### src/rtl/l2_dirty_flush_ctrl_if.sv
// l2_dirty_flush_ctrl_if: check-array, writeback and control signals of the L2 dirty flush controller.
interface l2_dirty_flush_ctrl_if #(parameter int IDX_W = 7);
    logic             flush_req;
    logic             cache_busy;
    logic [IDX_W-1:0] scan_index;
    logic             valid_check;
    logic             dirty_check;
    logic             wb_req;
    logic [IDX_W-1:0] wb_index;
    logic             wb_ack;
    logic             dirty_clear;
    logic             flush_busy;
    logic             flush_done;
    logic [IDX_W:0]   wb_count;
    modport master (
        input  flush_req, cache_busy, valid_check, dirty_check, wb_ack,
        output scan_index, wb_req, wb_index, dirty_clear, flush_busy, flush_done, wb_count
    );
    modport slave (
        output flush_req, cache_busy, valid_check, dirty_check, wb_ack,
        input  scan_index, wb_req, wb_index, dirty_clear, flush_busy, flush_done, wb_count
    );
endinterface

### src/rtl/l2_dirty_flush_ctrl.sv
// l2_dirty_flush_ctrl: scans every L2 line, writes back valid+dirty lines and clears their dirty bits.
module l2_dirty_flush_ctrl #(
    parameter int CHECK_LINE = 128,
    parameter int IDX_W      = $clog2(CHECK_LINE)
) (
    input logic                   clk,
    input logic                   rst_n,
    l2_dirty_flush_ctrl_if.master bus
);
    typedef enum logic [2:0] {IDLE, SCAN, WRITEBACK, CLEAR, DONE} state_t;
    localparam logic [IDX_W-1:0] LAST = IDX_W'(CHECK_LINE - 1);
    state_t           state, state_nx;
    logic [IDX_W-1:0] idx, idx_nx;
    logic [IDX_W:0]   cnt, cnt_nx;
    always_ff @(posedge clk or negedge rst_n) begin
        if (!rst_n) begin
            state <= IDLE;
            idx   <= '0;
            cnt   <= '0;
        end else begin
            state <= state_nx;
            idx   <= idx_nx;
            cnt   <= cnt_nx;
        end
    end
    always_comb begin
        state_nx = state;
        idx_nx   = idx;
        cnt_nx   = cnt;
        case (state)
            IDLE: if (bus.flush_req) begin
                state_nx = SCAN;
                idx_nx   = '0;
                cnt_nx   = '0;
            end
            SCAN: if (!bus.cache_busy) begin
                if (bus.valid_check && bus.dirty_check) state_nx = WRITEBACK;
                else if (idx == LAST) state_nx = DONE;
                else idx_nx = idx + 1'b1;
            end
            WRITEBACK: if (bus.wb_ack) begin
                cnt_nx   = cnt + 1'b1;
                state_nx = CLEAR;
            end
            CLEAR: begin
                state_nx = (idx == LAST) ? DONE : SCAN;
                idx_nx   = (idx == LAST) ? idx : idx + 1'b1;
            end
            default: state_nx = IDLE;
        endcase
    end
    // every output decodes from registered state, so reset drops them asynchronously
    assign bus.scan_index  = idx;
    assign bus.wb_index    = idx;
    assign bus.wb_req      = state == WRITEBACK;
    assign bus.dirty_clear = state == CLEAR;
    assign bus.flush_busy  = state != IDLE;
    assign bus.flush_done  = state == DONE;
    assign bus.wb_count    = cnt;
endmodule

### src/flat_wrapper.sv
// flat-port wrapper written by rule: the top's interface ports become plain ports
module l2_dirty_flush_ctrl_flat 
#(
    parameter int CHECK_LINE = 128,
    parameter int IDX_W      = $clog2(CHECK_LINE)
)
  (clk, rst_n, bus_flush_req, bus_cache_busy, bus_valid_check, bus_dirty_check, bus_wb_ack, bus_scan_index, bus_wb_req, bus_wb_index, bus_dirty_clear, bus_flush_busy, bus_flush_done, bus_wb_count);
  l2_dirty_flush_ctrl_if #(.IDX_W(IDX_W)) bus_i ();
  input logic clk;
  input logic rst_n;
  input wire logic [$bits(bus_i.flush_req)-1:0] bus_flush_req;
  input wire logic [$bits(bus_i.cache_busy)-1:0] bus_cache_busy;
  input wire logic [$bits(bus_i.valid_check)-1:0] bus_valid_check;
  input wire logic [$bits(bus_i.dirty_check)-1:0] bus_dirty_check;
  input wire logic [$bits(bus_i.wb_ack)-1:0] bus_wb_ack;
  output wire logic [$bits(bus_i.scan_index)-1:0] bus_scan_index;
  output wire logic [$bits(bus_i.wb_req)-1:0] bus_wb_req;
  output wire logic [$bits(bus_i.wb_index)-1:0] bus_wb_index;
  output wire logic [$bits(bus_i.dirty_clear)-1:0] bus_dirty_clear;
  output wire logic [$bits(bus_i.flush_busy)-1:0] bus_flush_busy;
  output wire logic [$bits(bus_i.flush_done)-1:0] bus_flush_done;
  output wire logic [$bits(bus_i.wb_count)-1:0] bus_wb_count;
  assign bus_i.flush_req = bus_flush_req;
  assign bus_i.cache_busy = bus_cache_busy;
  assign bus_i.valid_check = bus_valid_check;
  assign bus_i.dirty_check = bus_dirty_check;
  assign bus_i.wb_ack = bus_wb_ack;
  assign bus_scan_index = bus_i.scan_index;
  assign bus_wb_req = bus_i.wb_req;
  assign bus_wb_index = bus_i.wb_index;
  assign bus_dirty_clear = bus_i.dirty_clear;
  assign bus_flush_busy = bus_i.flush_busy;
  assign bus_flush_done = bus_i.flush_done;
  assign bus_wb_count = bus_i.wb_count;
  l2_dirty_flush_ctrl #(.CHECK_LINE(CHECK_LINE), .IDX_W(IDX_W)) u_core (.clk(clk), .rst_n(rst_n), .bus(bus_i));
endmodule
### config.mk
export PLATFORM = sky130hd
export DESIGN_NAME = l2_dirty_flush_ctrl_flat
export DESIGN_NICKNAME = d
export VERILOG_FILES = /design/src/rtl/l2_dirty_flush_ctrl_if.sv /design/src/rtl/l2_dirty_flush_ctrl.sv /design/src/flat_wrapper.sv
export SDC_FILE = /design/constraint.sdc
export NUM_CORES = 1
export LEC_CHECK = 0
export BUFFER_PORTS_ARGS = -buffer_cell sky130_fd_sc_hd__buf_4
export CAP_MARGIN = 20
export CORE_ASPECT_RATIO = 1.4
export CORE_MARGIN = 2
export CORE_UTILIZATION = 50
export DETAILED_ROUTE_END_ITERATION = 10
export HOLD_SLACK_MARGIN = 0.05
export PLACE_DENSITY = 0.81
export SETUP_SLACK_MARGIN = 0.4
export SLEW_MARGIN = 10
export SYNTH_ARGS = -nofsm -noshare
export SYNTH_HDL_FRONTEND = slang
export SYNTH_SLANG_ARGS = --single-unit
### constraint.sdc
create_clock -name clk -period 2.41 [get_ports clk]
set_input_delay 0.241 -clock clk [delete_from_list [all_inputs] [get_ports clk]]
set_output_delay 0.241 -clock clk [all_outputs]
set_load 0.005 [all_outputs]
; ---- Word level (Yosys, flattened, before mapping)
; Cells that the tools add are included.
[word_totals]
reg_bits = 18
wordCells = 38
input_bits = 7
latch_bits = 0
output_inout_bits = 26
mem_bits_ro = 0
mem_count = 0
ramBits = 0
[classes]
mul = 0
n_mux = 15
addsub = 2
eq_ne = 10
n_reduce_logical = 8
order_cmp = 0
n_shift = 0
bitwise = 0
n_div = 0
[op_table]
columns = cell, n
row1 = $mux W7, 4
row2 = $pmux W7 S3, 1
row3 = $mux W3, 6
row4 = $mux W8, 2
row5 = $pmux W8 S2, 1
row6 = $pmux W3 S4, 1
row7 = $add A8 B1 Y8 const B, 1
row8 = $ne A2 B2 Y1 const B, 4
row9 = $reduce_and A4 Y1, 2
row10 = $add A7 B1 Y7 const B, 1
row11 = $eq A7 B7 Y1 const B, 1
row12 = $eq A3 B2 Y1 const B, 2
row13 = $reduce_bool A3 Y1, 2
row14 = $eq A3 B1 Y1 const B, 1
row15 = $eq A3 B3 Y1 const B, 1
row16 = $logic_not A3 Y1, 1
row17 = $ne A3 B1 Y1 const B, 1
row18 = $reduce_and A3 Y1, 1
row19 = $reduce_bool A2 Y1, 1
row20 = $logic_and A1 B1 Y1, 1

; ---- Longest topological paths before layout
; Gate-level depths: netlist of the first run.
[depth]
word_depth = 5
mapped_depth = 7

; ---- Worst setup path after synthesis of the first run
; Ideal clock, no wire load.
[synth_path]
kind = reg2reg
startpoint = reg u_core.state[2]
endpoint = reg u_core.cnt[7] (netlist: u_core.bus.wb_count[7])
path_stages_with_launch = 8
arrival_time_ps = 1651
synth_period_minus_slack_ps = 1720
slack_ps = 690
path_cell_list = dfrtp_1 buf_6 or3b_1 buf_6 clkinv_4 nand2_4 or4_1 nand3_1
[synth_via]
elab_chain_cells = 3
elab_cells_between_ends = 7
[synth_lines]
columns = item, line
row1 = from (decl), l2_dirty_flush_ctrl.sv:12  ; state_t state, state_nx;
row2 = from (signal assigned), l2_dirty_flush_ctrl.sv:21  ; state <= state_nx;
row3 = $eq A3 B2 Y1 (*), --
row4 = named net bus_wb_req, flat_wrapper.sv:17  ; output wire logic [$bits(bus_i.wb_req)-1:0] bus_wb_req;
row5 = $ne A2 B2 Y1 (no line) / $reduce_bool A2 Y1 (equally long branches), --
row6 = $reduce_and A3 Y1 (no line), --
row7 = to (signal assigned), l2_dirty_flush_ctrl.sv:23  ; cnt <= cnt_nx;
row8 = to (decl), l2_dirty_flush_ctrl.sv:14  ; logic [IDX_W:0] cnt, cnt_nx;
; The timed path passes the listed nets; every way through them passes the cells marked *.
; A chain may end at the register's enable or synchronous reset.

; ---- Final worst setup path of the first run
[layout_path]
startpoint = reg u_core.state[0]
endpoint = reg u_core.cnt[7] (netlist: u_core.bus.wb_count[7])
[layout_via]
elab_chain_cells = 3
elab_cells_between_ends = 7
[layout_lines]
columns = item, line
row1 = $eq A3 B2 Y1 / $logic_not A3 Y1 (equally long branches), l2_dirty_flush_ctrl.sv:30  ; case (state)
row2 = $ne A2 B2 Y1 (no line) / $reduce_bool A2 Y1 (equally long branches), --
row3 = $reduce_and A3 Y1 (no line), --
; Several ways; a longest one is shown, not always the timed one.

==> results of run 1 <==
layer usage:
layer  GRT usage [%]  share of wire, %
met1           25.73                41
met2           37.10                52
met3           4.268               5.0
met4           13.85               1.9
met5               0                 0
power by group:
part           switching, mW  internal [mW]
registers              0.100          0.350
clock network         0.0987         0.0922
logic                  0.183          0.217
cells in the final DEF (no fill, tap or decap), types with 3 or more instances in the layout:
cell and instances:
a22o_1 5, a31oi_1 3, and3_1 5, buf_4 33, clkbuf_4 3, dfrtp_1 18, nand2_1 7, nand2b_1 4
nand3_1 8, nand4_1 3, nor2_1 10, nor2b_1 4, o21ai_0 14, o22ai_1 3
cell type report:
type | count | area share (%)
multi-input cells | 89 | 40.79
flip-flops and latches | 18 | 33.99
repair buffers | 34 | 19.45
clock buffers | 4 | 2.738
well taps | 22 | 2.077
inverters | 2 | 0.9443
flip-flops by register name, summed over array words and instances (netlist names):
register / cells
u_core.bus.wb_count: 8
u_core.bus.scan_index: 7
u_core.state: 3
synthesized netlist by cell type (all sizes together) (2+ instances only):
master  number  share of area, %
a21oi        2              0.92
o21ai       14               6.4
buf         10               7.4
nor3         2              0.92
o22ai        3               1.7
a21o         2               1.4
dfrtp       18                41
nand2        8               3.4
or4          2               1.4
nor2        10               3.4
nand3        8               3.7
a22o         5               4.0
a31oi        3               1.7
and3         5               2.9
clkbuf       2              0.69
ha           2               2.3
nor2b        4               2.3
nand4        3               1.7
o31ai        2               1.4
nand2b       4               2.3
logic make-up after synthesis:
kind of cell    share of synthesized area, %
simple gates                           25.52
compound gates                         20.69
flops                                  41.38
buf+inv                                9.195
fa+ha+maj                              2.298
mux                                   0.9196
critical path, stage by stage, from the launching register on:
cell and delay (ns):
dfrtp_1 0.54, or3b_4 0.50, clkinv_4 0.10, nand2_4 0.06, or4_1 0.49, nand3_1 0.09
worst max path at each step:
stage | to | depth (start not counted) | slack, ns | startpoint
after floorplan | u_core.bus.wb_count[7]$_DFFE_PN0P_ | 7 | 0.69 | u_core.state[2]$_DFFE_PN0P_
after global routing | u_core.bus.scan_index[1]$_DFFE_PN0P_ | 4 | 0.39 | u_core.state[0]$_DFFE_PN0P_
after CTS | u_core.bus.wb_count[7]$_DFFE_PN0P_ | 5 | 0.51 | u_core.state[0]$_DFFE_PN0P_
final | u_core.bus.wb_count[7]$_DFFE_PN0P_ | 5 | 0.58 | u_core.state[0]$_DFFE_PN0P_
after detailed placement | u_core.bus.wb_count[7]$_DFFE_PN0P_ | 5 | 0.54 | u_core.state[0]$_DFFE_PN0P_
after global placement | u_core.bus.wb_count[7]$_DFFE_PN0P_ | 5 | 0.57 | u_core.state[0]$_DFFE_PN0P_
per-stage QoR:
| step | util [%] | setup WS [ns] | std cells | hold WS, ns | area [um^2] |
|---|---|---|---|---|---|
| after detailed placement | 60.00 | 0.5379 | 164 | 0.1229 | 1276 |
| after global placement | 60.00 | 0.5717 | 164 | 0.1182 | 1276 |
| final | 62.29 | 0.5800 | 169 | 0.2389 | 1325 |
| after global routing | 62.29 | 0.3920 | 169 | 0.2213 | 1325 |
| after floorplan | - | 0.6899 | 121 | -0.05459 | 1089 |
| after CTS | 62.18 | 0.5102 | 169 | 0.2360 | 1323 |
repair_timing:
action / 4_1_cts / 5_1_grt
resized for setup: 0 / 1
hold endpoints to repair: 18 / 0
hold buffers: 1 / 0
endpoints found under the setup margin: 0 / 1
==> results by group, run 1 <==
STA
  – Minimum clock period: 1.830 ns
  – Rel. slew slack: 57.48%
  – Hold Violations, Final: 0
  – RSZ-0062 raised after global routing: yes
  – Slew @ Worst Pin: 0.6378 ns
  – Period Utilization, post-route: 75.93%
  – Final max-slew violation count: 0
  – Max Freq: 0.5464 GHz
  – Fin Setup TNS: 0 ns
  – Post-route clock skew: 0.003019 ns
  – Setup-failing EPs final: 0

Synth
  – Mapped Area: 0.001089 mm^2
  – YS warnings: 0
  – Netlist cell types: 35
  – Register area share after synthesis: 41.38%
  – Syn nets: 130
  – EDFF count, synth: 0
  – FF+latch count, synth: 18
  – Gate count of the mapped netlist: 121
  – Ys async rst share: 100.0%
  – Top FF cell, synth: dfrtp_1
  – Synth Area per Inst: 8.996 um^2

Critical path
  – Internal reg-to-reg setup slack: 0.58 ns
  – R2R Path Start: u_core.state[0]$_DFFE_PN0P_
  – Worst-path fanout max: 14
  – RR Endpoint: u_core.bus.wb_count[7]$_DFFE_PN0P_
  – R2R cell count: 5
  – CP arrival: 2.07 ns
  – CP startpoint kind: flip-flop
  – Worst Setup End Kind: flip-flop
  – Worst EP required: 2.65 ns
  – Critical path class: reg2reg

Die
  – Core Area: 0.002127 mm^2
  – Die area: 0.002572 mm^2
  – Die span in x: 43.44 um
  – Cell Rows: 20
  – Starting Density: 51.18%
  – Num ports: 33
  – Die height: 59.21 um

Power
  – Worst VDD drop: 0.5412 mV
  – Lkg Pwr: 0.6594 nW
  – PD cells: 786.2 mW/mm^2
  – Tot Pwr: 1.042 mW

Clock network
  – # clock sinks: 18
  – TritonCTS clock tree: yes
  – Root Driver: clkbuf_4
  – Clock Tree Buf Depth: 2
  – Setup Buffers After CTS: 0
  – Clock slew at reported path FFs: 0.11 ns
  – Htree depth: 1
  – Total CTS buffers: 3
  – Latest clock arrival within the worst-skew pair: 0.30 ns

Routing
  – Number of iterations in the first detailed-routing pass: 4
  – Routed Antenna Nets: 0
  – Drt via density: 5.959
  – Final WL: 2538 um
  – Drt initial violations: 28
  – Via count: 1007
  – Routed wire length per instance: 15.02 um
  – Remaining DRCs: 0

Placement
  – Final Wtd Congestion: 0.9073
  – Detailed placement HPWL: 1865 um
  – Buffers on Ports: 32

Run status
  – Status: completed

Hold path
  – Worst Hold Launch: bus_wb_ack
  – HP Class: in2reg
  – Hold endpoint: u_core.bus.wb_count[6]$_DFFE_PN0P_
  – Hold Path Stages: 3

Global route
  – GR Overflow Total: 0
  – Largest net degree at the start of global routing: 19
  – Vias in the first global route: 1014
  – Global-route wire length before repair: 4319 um
  – All-layer global routing usage: 22.19%
  – Initial antenna violation count: 0

Run
  – MaxCap Viol Count: 0

Final layout
  – Fill count: 176
  – Footprint of the multi-input gates: 540.5 um^2
  – Final #Nets: 157
  – Reg area: 450.4 um^2
  – Diodes inserted: 0
  – P&R area growth vs syn: 21.72%
  – Share of layout cells above drive strength 1: 27.21%
Power figures use the tool's default switching activity.
==> run 2, diff against run 1 <==
--- a/config.mk
+++ b/config.mk
@@ -5,14 +5,15 @@
 export SDC_FILE = /design/constraint.sdc
 export NUM_CORES = 1
 export LEC_CHECK = 0
+export ABC_AREA = 1
 export BUFFER_PORTS_ARGS = -buffer_cell sky130_fd_sc_hd__buf_4
 export CAP_MARGIN = 20
 export CORE_ASPECT_RATIO = 1.4
 export CORE_MARGIN = 2
-export CORE_UTILIZATION = 50
+export CORE_UTILIZATION = 46
 export DETAILED_ROUTE_END_ITERATION = 10
 export HOLD_SLACK_MARGIN = 0.05
-export PLACE_DENSITY = 0.81
+export PLACE_DENSITY = 0.77
 export SETUP_SLACK_MARGIN = 0.4
 export SLEW_MARGIN = 10
 export SYNTH_ARGS = -nofsm -noshare
==> constraint.sdc (replaced) <==
create_clock -name clk -period 1.61 [get_ports clk]
set_input_delay 0.161 -clock clk [delete_from_list [all_inputs] [get_ports clk]]
set_output_delay 0.161 -clock clk [all_outputs]
set_load 0.005 [all_outputs]
==> results by group, run 2 <==
Synth
  – YS warnings: 0 (unchanged)
  – Ys async rst share: 100.0% (unchanged)
  – Gate count of the mapped netlist: 172 (was 121)
  – Synth Area per Inst: 7.107 um^2 (was 8.996 um^2)
  – Netlist cell types: 24 (was 35)
  – Top cell type by total area after synthesis: dfrtp_1 (unchanged)
  – FF+latch count, synth: 18 (unchanged)
  – Count leader, synth: nand2_1 (was dfrtp_1)
  – Register area share after synthesis: 36.85% (was 41.38%)
  – Syn nets: 181 (was 130)
  – EDFF count, synth: 0 (unchanged)
  – Synth top area cells: dfrtp_1 (37%), nand2_1 (18%), nand3_1 (8.2%) (was dfrtp_1 (41%), o21ai_0 (6.4%), buf_4 (4.8%))
  – Mapped Area: 0.001222 mm^2 (was 0.001089 mm^2)
  – Synth top area share: 36.85% (was 41.38%)
  – Top FF cell, synth: dfrtp_1 (unchanged)
  – Commonest cells in the netlist: nand2_1 (59), nand3_1 (20), nor2_1 (19) (was dfrtp_1 (18), o21ai_0 (14), nor2_1 (10))

Final layout
  – Commonest non-fill, non-tap cell in the layout: nand2_1 (was buf_4)
  – P&R area growth vs syn: 38.69% (was 21.72%)
  – Final #Nets: 224 (was 157)
  – Share of layout cells above drive strength 1: 38.32% (was 27.21%)
  – Diodes inserted: 0 (unchanged)
  – Most frequent cells in the layout: nand2_1 (56), buf_4 (42), nand3_1 (16) (was buf_4 (33), dfrtp_1 (18), o21ai_0 (14))
  – Max FFs per register: 8 (unchanged)

Routing
  – Number of iterations in the first detailed-routing pass: 4 (unchanged)
  – Remaining DRCs: 0 (unchanged)
  – Drt via density: 5.248 (was 5.959)
  – Routed wire length per instance: 12.93 um (was 15.02 um)
  – Routed Antenna Nets: 0 (unchanged)
  – Via count: 1312 (was 1007)
  – Final WL: 3233 um (was 2538 um)
  – Drt initial violations: 36 (was 28)

Critical path
  – Worst path top cell family by delay: flip-flops (was simple AND/OR/NAND/NOR gates)
  – Worst Setup End Kind: output pin (was flip-flop)
  – Worst-path fanout max: 6 (was 14)
  – CP arrival: 1.28 ns (was 2.07 ns)
  – Worst-path cell chain: inv_2 -> nand2_2 -> nor2_4 -> buf_6 (was or3b_4 -> clkinv_4 -> nand2_4 -> or4_1 -> nand3_1)
  – CP startpoint kind: flip-flop (unchanged)
  – Worst stage delay on the critical path: 0.49 ns (was 0.54 ns)
  – Critical path startpoint: u_core.state[0]$_DFFE_PN0P_ (unchanged)
  – Critical path class: reg2out (was reg2reg)
  – R2R Path Start: u_core.state[0]$_DFFE_PN0P_ (unchanged)
  – CP Buf/Inv Count: 2 (was 1)
  – Worst EP required: 1.45 ns (was 2.65 ns)
  – Critical path's slowest cell: dfrtp_2 (was dfrtp_1)

Die
  – Cell Rows: 22 (was 20)
  – Die span in x: 47.57 um (was 43.44 um)
  – Num ports: 33 (unchanged)
  – Starting Density: 47.24% (was 51.18%)
  – Die area: 0.003092 mm^2 (was 0.002572 mm^2)
  – Die height: 65.00 um (was 59.21 um)
  – Core Area: 0.002587 mm^2 (was 0.002127 mm^2)

STA
  – Post-route clock skew: 0.01160 ns (was 0.003019 ns)
  – Minimum clock period: 1.440 ns
  – Rel. slew slack: 77.35% (was 57.48%)
  – Setup ws final: 0.1699 ns (was 0.5800 ns)
  – Period Utilization, post-route: 89.44%
  – Slew @ Worst Pin: 0.3385 ns (was 0.6378 ns)
  – Final max-slew violation count: 0 (unchanged)
  – Fin Setup TNS: 0 ns (unchanged)
  – RSZ-0062 raised after global routing: yes (unchanged)
  – Max Freq: 0.6944 GHz
  – Hold Violations, Final: 0 (unchanged)
  – Setup-failing EPs final: 0 (unchanged)

Placement
  – Buffers on Ports: 32 (unchanged)
  – Final Wtd Congestion: 0.8380 (was 0.9073)
  – Detailed placement HPWL: 2097 um (was 1865 um)
  – Post-placement setup slack: 0.1498 ns (was 0.5379 ns)

Clock network
  – Root Driver: clkbuf_4 (unchanged)
  – Total CTS buffers: 3 (unchanged)
  – Htree depth: 1 (unchanged)
  – # clock sinks: 18 (unchanged)
  – Latest clock arrival within the worst-skew pair: 0.31 ns (was 0.30 ns)
  – Clock slew at reported path FFs: 0.12 ns (was 0.11 ns)
  – Clock Tree Buf Depth: 2 (unchanged)
  – TritonCTS clock tree: yes (unchanged)

Power
  – Lkg Pwr: 0.8789 nW (was 0.6594 nW)
  – PD cells: 1495 mW/mm^2 (was 786.2 mW/mm^2)
  – Worst VDD drop: 0.9212 mV (was 0.5412 mV)

Hold path
  – HP Class: in2reg (unchanged)
  – Worst Hold Launch: bus_wb_ack (unchanged)

Global route
  – Vias in the first global route: 1264 (was 1014)
  – GR Overflow Total: 0 (unchanged)
  – All-layer global routing usage: 22.87% (was 22.19%)
  – Initial antenna violation count: 0 (unchanged)
  – Global-route wire length before repair: 5250 um (was 4319 um)
  – Largest net degree at the start of global routing: 19 (unchanged)

Run
  – MaxCap Viol Count: 0 (unchanged)

Run status
  – Status: completed (unchanged)
-- run 2: cell count changes after synthesis, moves of 4 or more --
cell,change
nand2_1,+52
nand3_1,+12
inv_1,+10
o21ai_0,-10
nor2_1,+9
a22o_1,-5
and3_1,-5
nand2_2,+4
nand2b_1,-4
nand3b_1,+4
nor2b_1,-4
-- run 2: cells by family (layout without fill, tap and decap cells) --
family / after synthesis / after routing / share of synthesized area, %
buffers and inverters: 22 / 63 / 9.519
XOR/XNOR: 2 / 2 / 1.433
AO/OA/AOI/OAI: 11 / 11 / 5.118
adder cells (fa/ha/maj): 2 / 2 / 2.047
AND/OR/NAND/NOR: 117 / 118 / 45.04
flip-flops: 18 / 18 / 36.85
-- run 2: routing by layer --
layer | global-route usage (%) | vias up | part of all wire [%]
li1 | - | 625 | -
met1 | 25.57 | 622 | 38
met2 | 41.39 | 52 | 54
met3 | 1.671 | 13 | 4.8
met4 | 9.797 | 0 | 2.7
met5 | 0 | - | 0
-- run 2: worst paths after layout --
path | endpoint | slack [ns] | depth (start not counted)
max in group asynchronous | u_core.bus.scan_index[4]$_DFFE_PN0P_ | 1.14 | 2
worst min-delay path | u_core.state[1]$_DFFE_PN0P_ | 0.16 | 4
worst max-delay path | bus_wb_req | 0.17 | 4
worst max register to register | u_core.bus.wb_count[0]$_DFFE_PN0P_ | 0.18 | 7
worst min register to register | u_core.bus.wb_count[7]$_DFFE_PN0P_ | 0.58 | 2
min in group asynchronous | u_core.bus.wb_count[5]$_DFFE_PN0P_ | 0.24 | 2
-- run 2: layout make-up --
| type | count | area [um^2] |
|---|---|---|
| fillers | 226 | 892.1 |
| multi-input cells | 133 | 755.7 |
| flip-flops and latches | 18 | 455.4 |
| repair buffers | 45 | 347.8 |
| inverters | 14 | 55.05 |
| well taps | 36 | 45.04 |
| clock buffers | 4 | 36.28 |
-- run 2: worst reg2reg max path: cells and delay by family (launching register included) --
kind	cells	cell delay, ns
DFF	1	0.49
and+or+nand+nor	3	0.45
buffers and inverters	3	0.32
AOI/OAI and AO/OA	1	0.11
-- run 2: through the flow --
step	total power [mW]	util, %	std cells	hold WS [ns]	cell area, um^2
final	2.534	65.52	250	0.1551	1695
after detailed placement	1.863	56.58	233	0.04813	1464
after global placement	1.838	56.58	233	0.04730	1464
after CTS	2.395	62.91	248	0.1695	1628
after global routing	2.723	65.52	250	0.1856	1695
after floorplan	1.551	-	172	-0.1346	1235
-- run 2: repair_timing --
action	in CTS	in global routing
endpoints found under the setup margin	22	22
endpoints found under the hold margin	18	0
hold buffers	1	0
pin swaps	9	6
gates cloned	1	0
setup buffers	9	2
resized for setup	13	13
-- run 2: where the power goes --
group / internal [mW] / switching (mW) / leakage, nW
clock: 0.138 / 0.155 / 0.0210
combinational: 0.637 / 0.923 / 0.617
sequential: 0.539 / 0.142 / 0.241
total: 1.31 / 1.22 / 0.879
